`src/rtl/axi4_pkg.sv`:
```
// -----------------------------------------------------------------------------
// axi4_pkg
// Shared definitions for the AXI4-to-RAM-helper bridge: burst and response
// encodings, the read/write FSM state types, and address/strobe helpers.
// No ports (package).
// -----------------------------------------------------------------------------
package axi4_pkg;

   localparam logic [1:0] BURST_FIXED = 2'b00;
   localparam logic [1:0] BURST_INCR  = 2'b01;
   localparam logic [1:0] BURST_WRAP  = 2'b10;

   localparam logic [1:0] RESP_OKAY   = 2'b00;
   localparam logic [1:0] RESP_SLVERR = 2'b10;

   localparam int unsigned BEAT_BYTES = 8;
   localparam int unsigned BEAT_SHIFT = $clog2(BEAT_BYTES);

   typedef enum logic [1:0] {
      R_IDLE = 2'd0,
      R_READ = 2'd1,
      R_RESP = 2'd2
   } rd_state_t;

   typedef enum logic [1:0] {
      W_IDLE = 2'd0,
      W_DATA = 2'd1,
      W_RESP = 2'd2
   } wr_state_t;

   // Byte address -> 64-bit word index, wrapping modulo 2^64. The low
   // address bits are dropped by the shift: every beat is a full word.
   function automatic logic [63:0] addr_to_idx(input logic [63:0] addr,
                                               input logic [63:0] base);
      logic [63:0] off;
      off = addr - base;
      return off >> BEAT_SHIFT;
   endfunction

   // Expand each strobe bit into a full byte of the bit mask.
   function automatic logic [63:0] strb_to_mask(input logic [7:0] strb);
      logic [63:0] mask;
      for (int i = 0; i < 8; i++) begin
         mask[i*8 +: 8] = {8{strb[i]}};
      end
      return mask;
   endfunction

endpackage

```
`src/rtl/axi4_burst_idx_gen.sv`:
```
// -----------------------------------------------------------------------------
// axi4_burst_idx_gen
// Combinational next-word-index calculation for one AXI4 burst beat.
// Ports:
//   i_idx       current word index
//   i_len       AXI burst length (beats - 1)
//   i_burst     burst type (FIXED/INCR/WRAP; reserved behaves as INCR)
//   o_next_idx  word index of the following beat
// -----------------------------------------------------------------------------
module axi4_burst_idx_gen
   import axi4_pkg::*;
(
   input  logic [63:0] i_idx,
   input  logic [7:0]  i_len,
   input  logic [1:0]  i_burst,
   output logic [63:0] o_next_idx
);

   logic [63:0] w_inc;
   logic [63:0] w_wrap_mask;

   assign w_inc       = i_idx + 64'd1;
   // Legal WRAP lengths are 1/3/7/15, so len itself is the window mask.
   assign w_wrap_mask = {56'd0, i_len};

   always_comb begin
      o_next_idx = w_inc;
      case (i_burst)
         BURST_FIXED: o_next_idx = i_idx;
         BURST_INCR:  o_next_idx = w_inc;
         BURST_WRAP:  o_next_idx = (i_idx & ~w_wrap_mask) | (w_inc & w_wrap_mask);
         default:     o_next_idx = w_inc;
      endcase
   end

endmodule

```
`src/rtl/axi4_ram_bridge.sv`:
```
// -----------------------------------------------------------------------------
// axi4_ram_bridge
// AXI4 slave that turns FIXED/INCR/WRAP bursts on a 64-bit data bus into
// single-word accesses of the simulation RAM helper, one beat at a time.
// Read and write paths are independent FSMs.
// Ports:
//   clk, reset                    clock, asynchronous active-high reset
//   aw_* / w_* / b_*              AXI4 write address, data and response
//   ar_* / r_*                    AXI4 read address and data
//   ram_en, ram_rIdx, ram_rdata   helper read port (rdata is combinational)
//   ram_wen, ram_wIdx,
//   ram_wdata, ram_wmask          helper write port (commits at next posedge)
// -----------------------------------------------------------------------------
module axi4_ram_bridge
   import axi4_pkg::*;
#(
   parameter int unsigned ID_W      = 4,
   parameter logic [63:0] BASE_ADDR = 64'h8000_0000
) (
   input  logic            clk,
   input  logic            reset,
   // write address
   input  logic            aw_valid,
   output logic            aw_ready,
   input  logic [ID_W-1:0] aw_id,
   input  logic [63:0]     aw_addr,
   input  logic [7:0]      aw_len,
   input  logic [1:0]      aw_burst,
   // write data
   input  logic            w_valid,
   output logic            w_ready,
   input  logic [63:0]     w_data,
   input  logic [7:0]      w_strb,
   input  logic            w_last,
   // write response
   output logic            b_valid,
   input  logic            b_ready,
   output logic [ID_W-1:0] b_id,
   output logic [1:0]      b_resp,
   // read address
   input  logic            ar_valid,
   output logic            ar_ready,
   input  logic [ID_W-1:0] ar_id,
   input  logic [63:0]     ar_addr,
   input  logic [7:0]      ar_len,
   input  logic [1:0]      ar_burst,
   // read data
   output logic            r_valid,
   input  logic            r_ready,
   output logic [ID_W-1:0] r_id,
   output logic [63:0]     r_data,
   output logic [1:0]      r_resp,
   output logic            r_last,
   // RAM helper
   output logic            ram_en,
   output logic [63:0]     ram_rIdx,
   input  logic [63:0]     ram_rdata,
   output logic [63:0]     ram_wIdx,
   output logic [63:0]     ram_wdata,
   output logic [63:0]     ram_wmask,
   output logic            ram_wen
);

   // ---------------------------------------------------------------------------
   // Read path
   // ---------------------------------------------------------------------------
   rd_state_t       r_rd_state;
   rd_state_t       w_rd_state_nx;
   logic [ID_W-1:0] r_rd_id;
   logic [63:0]     r_rd_idx;
   logic [7:0]      r_rd_len;
   logic [1:0]      r_rd_burst;
   logic [7:0]      r_rd_cnt;
   logic [63:0]     r_rd_data;
   logic [63:0]     r_rd_idx_hold;
   logic [63:0]     w_rd_idx_nx;
   logic            w_rd_last;

   assign w_rd_last = (r_rd_cnt == r_rd_len);

   axi4_burst_idx_gen u_rd_idx_gen (
      .i_idx      (r_rd_idx),
      .i_len      (r_rd_len),
      .i_burst    (r_rd_burst),
      .o_next_idx (w_rd_idx_nx)
   );

   always_ff @(posedge clk or posedge reset) begin
      if (reset) begin
         r_rd_state <= R_IDLE;
      end else begin
         r_rd_state <= w_rd_state_nx;
      end
   end

   always_comb begin
      w_rd_state_nx = r_rd_state;
      ar_ready      = 1'b0;
      ram_en        = 1'b0;
      r_valid       = 1'b0;
      unique case (r_rd_state)
         R_IDLE: begin
            ar_ready = 1'b1;
            if (ar_valid) w_rd_state_nx = R_READ;
         end
         R_READ: begin
            ram_en        = 1'b1;
            w_rd_state_nx = R_RESP;
         end
         R_RESP: begin
            r_valid = 1'b1;
            if (r_ready) w_rd_state_nx = w_rd_last ? R_IDLE : R_READ;
         end
         default: w_rd_state_nx = R_IDLE;
      endcase
   end

   always_ff @(posedge clk or posedge reset) begin
      if (reset) begin
         r_rd_id       <= '0;
         r_rd_idx      <= '0;
         r_rd_len      <= '0;
         r_rd_burst    <= '0;
         r_rd_cnt      <= '0;
         r_rd_data     <= '0;
         r_rd_idx_hold <= '0;
      end else begin
         case (r_rd_state)
            R_IDLE: begin
               if (ar_valid) begin
                  r_rd_id    <= ar_id;
                  r_rd_idx   <= addr_to_idx(ar_addr, BASE_ADDR);
                  r_rd_len   <= ar_len;
                  r_rd_burst <= ar_burst;
                  r_rd_cnt   <= '0;
               end
            end
            R_READ: begin
               // Helper data is sampled here; any write committed at this
               // same edge is not yet visible, so the beat sees old data.
               r_rd_data     <= ram_rdata;
               r_rd_idx_hold <= r_rd_idx;
            end
            R_RESP: begin
               if (r_ready && !w_rd_last) begin
                  r_rd_idx <= w_rd_idx_nx;
                  r_rd_cnt <= r_rd_cnt + 8'd1;
               end
            end
            default: ;
         endcase
      end
   end

   assign ram_rIdx = (r_rd_state == R_READ) ? r_rd_idx : r_rd_idx_hold;
   assign r_id     = r_rd_id;
   assign r_data   = r_rd_data;
   assign r_resp   = RESP_OKAY;
   assign r_last   = (r_rd_state == R_RESP) && w_rd_last;

   // ---------------------------------------------------------------------------
   // Write path
   // ---------------------------------------------------------------------------
   wr_state_t       r_wr_state;
   wr_state_t       w_wr_state_nx;
   logic [ID_W-1:0] r_wr_id;
   logic [63:0]     r_wr_idx;
   logic [7:0]      r_wr_len;
   logic [1:0]      r_wr_burst;
   logic [7:0]      r_wr_cnt;
   logic [1:0]      r_wr_resp;
   logic [63:0]     r_wr_idx_hold;
   logic [63:0]     r_wr_data_hold;
   logic [63:0]     r_wr_mask_hold;
   logic [63:0]     w_wr_idx_nx;
   logic [63:0]     w_wr_mask;
   logic            w_wr_fire;
   logic            w_wr_cnt_done;
   logic            w_wr_end;

   assign w_wr_fire     = (r_wr_state == W_DATA) && w_valid;
   assign w_wr_cnt_done = (r_wr_cnt == r_wr_len);
   // Either the beat count or w_last terminates the burst; disagreement
   // between them is reported as SLVERR rather than hanging the channel.
   assign w_wr_end      = w_wr_cnt_done || w_last;
   assign w_wr_mask     = strb_to_mask(w_strb);

   axi4_burst_idx_gen u_wr_idx_gen (
      .i_idx      (r_wr_idx),
      .i_len      (r_wr_len),
      .i_burst    (r_wr_burst),
      .o_next_idx (w_wr_idx_nx)
   );

   always_ff @(posedge clk or posedge reset) begin
      if (reset) begin
         r_wr_state <= W_IDLE;
      end else begin
         r_wr_state <= w_wr_state_nx;
      end
   end

   always_comb begin
      w_wr_state_nx = r_wr_state;
      aw_ready      = 1'b0;
      w_ready       = 1'b0;
      b_valid       = 1'b0;
      unique case (r_wr_state)
         W_IDLE: begin
            aw_ready = 1'b1;
            if (aw_valid) w_wr_state_nx = W_DATA;
         end
         W_DATA: begin
            w_ready = 1'b1;
            if (w_valid && w_wr_end) w_wr_state_nx = W_RESP;
         end
         W_RESP: begin
            b_valid = 1'b1;
            if (b_ready) w_wr_state_nx = W_IDLE;
         end
         default: w_wr_state_nx = W_IDLE;
      endcase
   end

   always_ff @(posedge clk or posedge reset) begin
      if (reset) begin
         r_wr_id        <= '0;
         r_wr_idx       <= '0;
         r_wr_len       <= '0;
         r_wr_burst     <= '0;
         r_wr_cnt       <= '0;
         r_wr_resp      <= RESP_OKAY;
         r_wr_idx_hold  <= '0;
         r_wr_data_hold <= '0;
         r_wr_mask_hold <= '0;
      end else begin
         case (r_wr_state)
            W_IDLE: begin
               if (aw_valid) begin
                  r_wr_id    <= aw_id;
                  r_wr_idx   <= addr_to_idx(aw_addr, BASE_ADDR);
                  r_wr_len   <= aw_len;
                  r_wr_burst <= aw_burst;
                  r_wr_cnt   <= '0;
               end
            end
            W_DATA: begin
               if (w_valid) begin
                  r_wr_idx       <= w_wr_idx_nx;
                  r_wr_cnt       <= r_wr_cnt + 8'd1;
                  r_wr_idx_hold  <= r_wr_idx;
                  r_wr_data_hold <= w_data;
                  r_wr_mask_hold <= w_wr_mask;
                  if (w_wr_end) begin
                     r_wr_resp <= (w_last != w_wr_cnt_done) ? RESP_SLVERR : RESP_OKAY;
                  end
               end
            end
            default: ;
         endcase
      end
   end

   // Write port is driven combinationally during an accepted beat and
   // otherwise holds the last beat's values.
   assign ram_wen   = w_wr_fire;
   assign ram_wIdx  = w_wr_fire ? r_wr_idx  : r_wr_idx_hold;
   assign ram_wdata = w_wr_fire ? w_data    : r_wr_data_hold;
   assign ram_wmask = w_wr_fire ? w_wr_mask : r_wr_mask_hold;
   assign b_id      = r_wr_id;
   assign b_resp    = r_wr_resp;

endmodule

```
`config.mk`:
```
export PLATFORM = sky130hd
export DESIGN_NAME = axi4_ram_bridge
export DESIGN_NICKNAME = d
export VERILOG_FILES = /design/src/rtl/axi4_pkg.sv /design/src/rtl/axi4_burst_idx_gen.sv /design/src/rtl/axi4_ram_bridge.sv
export SDC_FILE = /design/constraint.sdc
export NUM_CORES = 1
export LEC_CHECK = 0
export ABC_CLOCK_PERIOD_IN_PS = 16300
export CAP_MARGIN = 20
export CORE_AREA = 2 2 251 253
export DETAILED_ROUTE_END_ITERATION = 8
export DIE_AREA = 0 0 253 255
export PLACE_DENSITY = 0.63
export SLEW_MARGIN = 20
export SYNTH_ARGS = -nofsm -noshare
export SYNTH_HDL_FRONTEND = slang
export SYNTH_HIERARCHICAL = 1
export SYNTH_SLANG_ARGS = --single-unit
```
`constraint.sdc`:
```
create_clock -name clk -period 16.3 [get_ports clk]
set_clock_uncertainty 0.15 [all_clocks]
set_input_delay 3.26 -clock clk [delete_from_list [all_inputs] [get_ports clk]]
set_output_delay 3.26 -clock clk [all_outputs]
set_load 0.1 [all_outputs]
```
==> impl_results.md <==
* Fin crit period at 10820 ps
* Synthesized flop and latch total at 441
* Slew Limit Fails at 0
* Slowest cell on crit path: clkdlybuf4s50_1
* GRT Residual Overflow at 0
* Hold bufs inserted after CTS at 0
* Critical path type: input pin to output pin
* Site row count at 92
* Share of cells above drive strength 1 at 9.92%
* RSZ-0062 raised after global routing: false
* Clk pin slew, worst setup/hold paths at 60 ps
* Design area at 30800 um^2
* Worst r2r dst: r_wr_mask_hold[39]
* Crit end category: output pin
* Hold path start: r_wr_idx_hold[14]
* Hold Crit Class: flip-flop to flip-flop
* Detail Route Antenna Nets at 0
* Routed len/inst at 19.4 um
* Root Buffer: clkbuf_16
* Max incr delay on CP at 1210 ps
* Sequential area share after synthesis at 49.0%
* First-pass GRT wire length at 112000 um
* Unique masters post-synth at 62
* GP Congestion at 0.951
* TritonRoute pass-1 iters at 6
* Avg Cell Area, Syn at 9.25 um^2
* DRC violations left at 0
* Clock Tree Buf Depth at 3
* Critical path, cell by cell: clkdlybuf4s50_1 -> nand2_4 -> inv_4 -> buf_4 -> nand2_1 -> nand2_1 -> clkdlybuf4s50_1
* Worst rel slew slack at 24.0%
* Endpoints failing hold at 0
* Vias per cell at 5.22
* Area growth syn-to-layout at 37.1%
* Maxcap violations at 0
* WL final at 73900 um
* DIE WIDTH at 253 um
* Nets at 3271
* Die H at 255 um
* Post-synth EDFFs at 0
* DR iter-0 viols at 1501
* Setup repair bufs after CTS at 0
* Total global-route track usage at 21.9%
* Yosys Warn Count at 6
* Syn Inst Count at 2434
* Worst-margin pin slew at 1140 ps
* # port buffers at 630
* FF-to-FF setup slack at 12430 ps
* Hold Path End: r_wr_idx_hold[14]
* Resize count post-CTS at 0
* Initial antenna violation count at 4
* DR vias at 19800
* HPWL Detailed at 52800 um
* Worst skew pair latency at 600 ps
* TritonCTS Sinks at 441
* CTS tree: done
* Die area at 64500 um^2
* WP data arrival at 7410 ps
* CTS Buf Count at 52
* Worst hold path stage count at 2
* Final setup vio count at 0
* H-Tree Level Count at 2
* FMAX at 0.0924 GHz
* Final setup TNS at 0 ps
* Vias in the first global route at 19700
* Initial Util at 36.2%
* I/O pin count at 640
* Ys flop type: dfrtp_1
* Synth async-reset ratio at 100%
* Worst r2r path cells at 8
* CORE AREA at 62200 um^2
* Final period utilization at 66.4%
* Startpoint types: input pin
* Worst reg2reg startpoint: r_wr_state[1]
* Synthesized area at 22500 um^2
* Critical Path RT at 12890 ps
* Placed Instance Area at 29100 um^2
* Status: finished clean
* Worst-path fanout max at 88
* Pin count of the biggest net entering global routing at 155
through the flow:
stage                     cells  util (%)  hold slack [ps]  setup WS, ps
after floorplan            2436         -              290           603
after global placement     3709      46.9              304          5430
after detailed placement   3709      46.9              306          5380
after CTS                  3802      49.6              320          5370
after global routing       3803      49.6              339          5100
final                      3806      49.6              317          5480
per-layer routing:
metal	vias up	wire, um	global-route usage [%]
li1	9323	-	-
met1	9689	30700	28.0
met2	701	36100	36.9
met3	134	4960	4.48
met4	2	2200	7.37
met5	-	13	0
cells by family (layout without fill, tap and decap cells):
group / after synthesis / count (layout) / synth area share, %
mux: 184 / 184 / 9.02
compound gates: 214 / 214 / 5.70
buf+inv: 224 / 791 / 4.77
fa+ha+maj: 7 / 7 / 0.389
flops: 441 / 441 / 49.0
xor+xnor: 174 / 174 / 6.84
simple gates: 1189 / 1189 / 24.2
other cells: 1 / 7 / 0.0167
worst max-delay path by stage:
stage | from | to | slack, ps | cells after the start
after global routing | w_valid | ram_wmask[40] | 5100 | 7
after floorplan | reset | b_id[0] | 600 | 1
after detailed placement | w_valid | ram_wmask[32] | 5380 | 7
after CTS | w_valid | ram_wmask[32] | 5370 | 7
final | w_valid | ram_wmask[32] | 5480 | 7
after global placement | w_valid | ram_wmask[35] | 5430 | 7
synthesized netlist by cell type, types with 6 or more instances:
master | count | share of area (%)
buf_4 | 59 | 2.0
o31ai_1 | 9 | 0.30
dfrtp_1 | 441 | 49
nor3_1 | 72 | 1.6
ha_1 | 7 | 0.39
mux2i_1 | 33 | 1.5
clkbuf_1 | 111 | 1.9
mux2_2 | 151 | 7.6
inv_1 | 41 | 0.68
a31oi_1 | 37 | 1.0
o41ai_1 | 6 | 0.23
o21ai_0 | 77 | 1.7
nor4_1 | 54 | 1.5
a21oi_1 | 51 | 1.1
nor2_1 | 109 | 1.8
xnor2_1 | 79 | 3.1
nor4_2 | 6 | 0.33
nand2b_1 | 8 | 0.22
nand3b_1 | 6 | 0.20
nand2_1 | 665 | 11
or3_1 | 26 | 0.72
and3_1 | 36 | 1.0
nand3_1 | 117 | 2.6
buf_1 | 8 | 0.13
or4_1 | 14 | 0.47
xor2_1 | 93 | 3.6
nand4_1 | 42 | 1.2
layout make-up:
type                       instances  area, um^2
fill                            5725       31300
clock buffer                      81        1550
inverter                          43         171
multi-input combinational       1771       10400
antenna                            4        10.0
tap                              799        1000
clock inverter                    12         146
timing repair buffer             655        6500
sequential                       441       11000
registers in the layout, indices dropped and copies added (netlist names), 8 cells and up:
| register | count |
|---|---|
| r_rd_cnt | 8 |
| r_wr_idx_hold | 64 |
| r_rd_idx | 64 |
| r_wr_data_hold | 64 |
| r_rd_len | 8 |
| r_rd_idx_hold | 64 |
| r_wr_mask_hold | 8 |
| r_wr_cnt | 8 |
| r_data | 64 |
| r_wr_len | 8 |
| r_wr_idx | 64 |
placed cells by master, fill, tap and decap left out, types with 6 or more instances in the layout:
cell type          n
ha_1               7
nand3b_1           6
nor3_1            71
a21oi_1           50
nor4_2             6
a31oi_1           37
clkbuf_8          12
xor2_1            93
inv_1             39
clkbuf_16         53
nor2_1           109
nand3_1          117
nand4_1           42
nand2b_1           7
nand2_1          663
nor4_1            54
o41ai_1            6
dfrtp_1          441
xnor2_1           79
buf_4             28
or4_1             14
mux2_2           151
and3_1            36
clkdlybuf4s50_1  626
mux2i_1           33
clkbuf_1          16
o31ai_1            9
o21ai_0           77
or3_1             26
worst max-delay path: cells and delay by family:
| kind | cells | cell delay (ps) |
|---|---|---|
| buffers and inverters | 4 | 3220 |
| AND/OR/NAND/NOR | 3 | 860 |
Power is not shown: default switching activity piles up to over one toggle a cycle in this logic, so the estimate is an artifact.
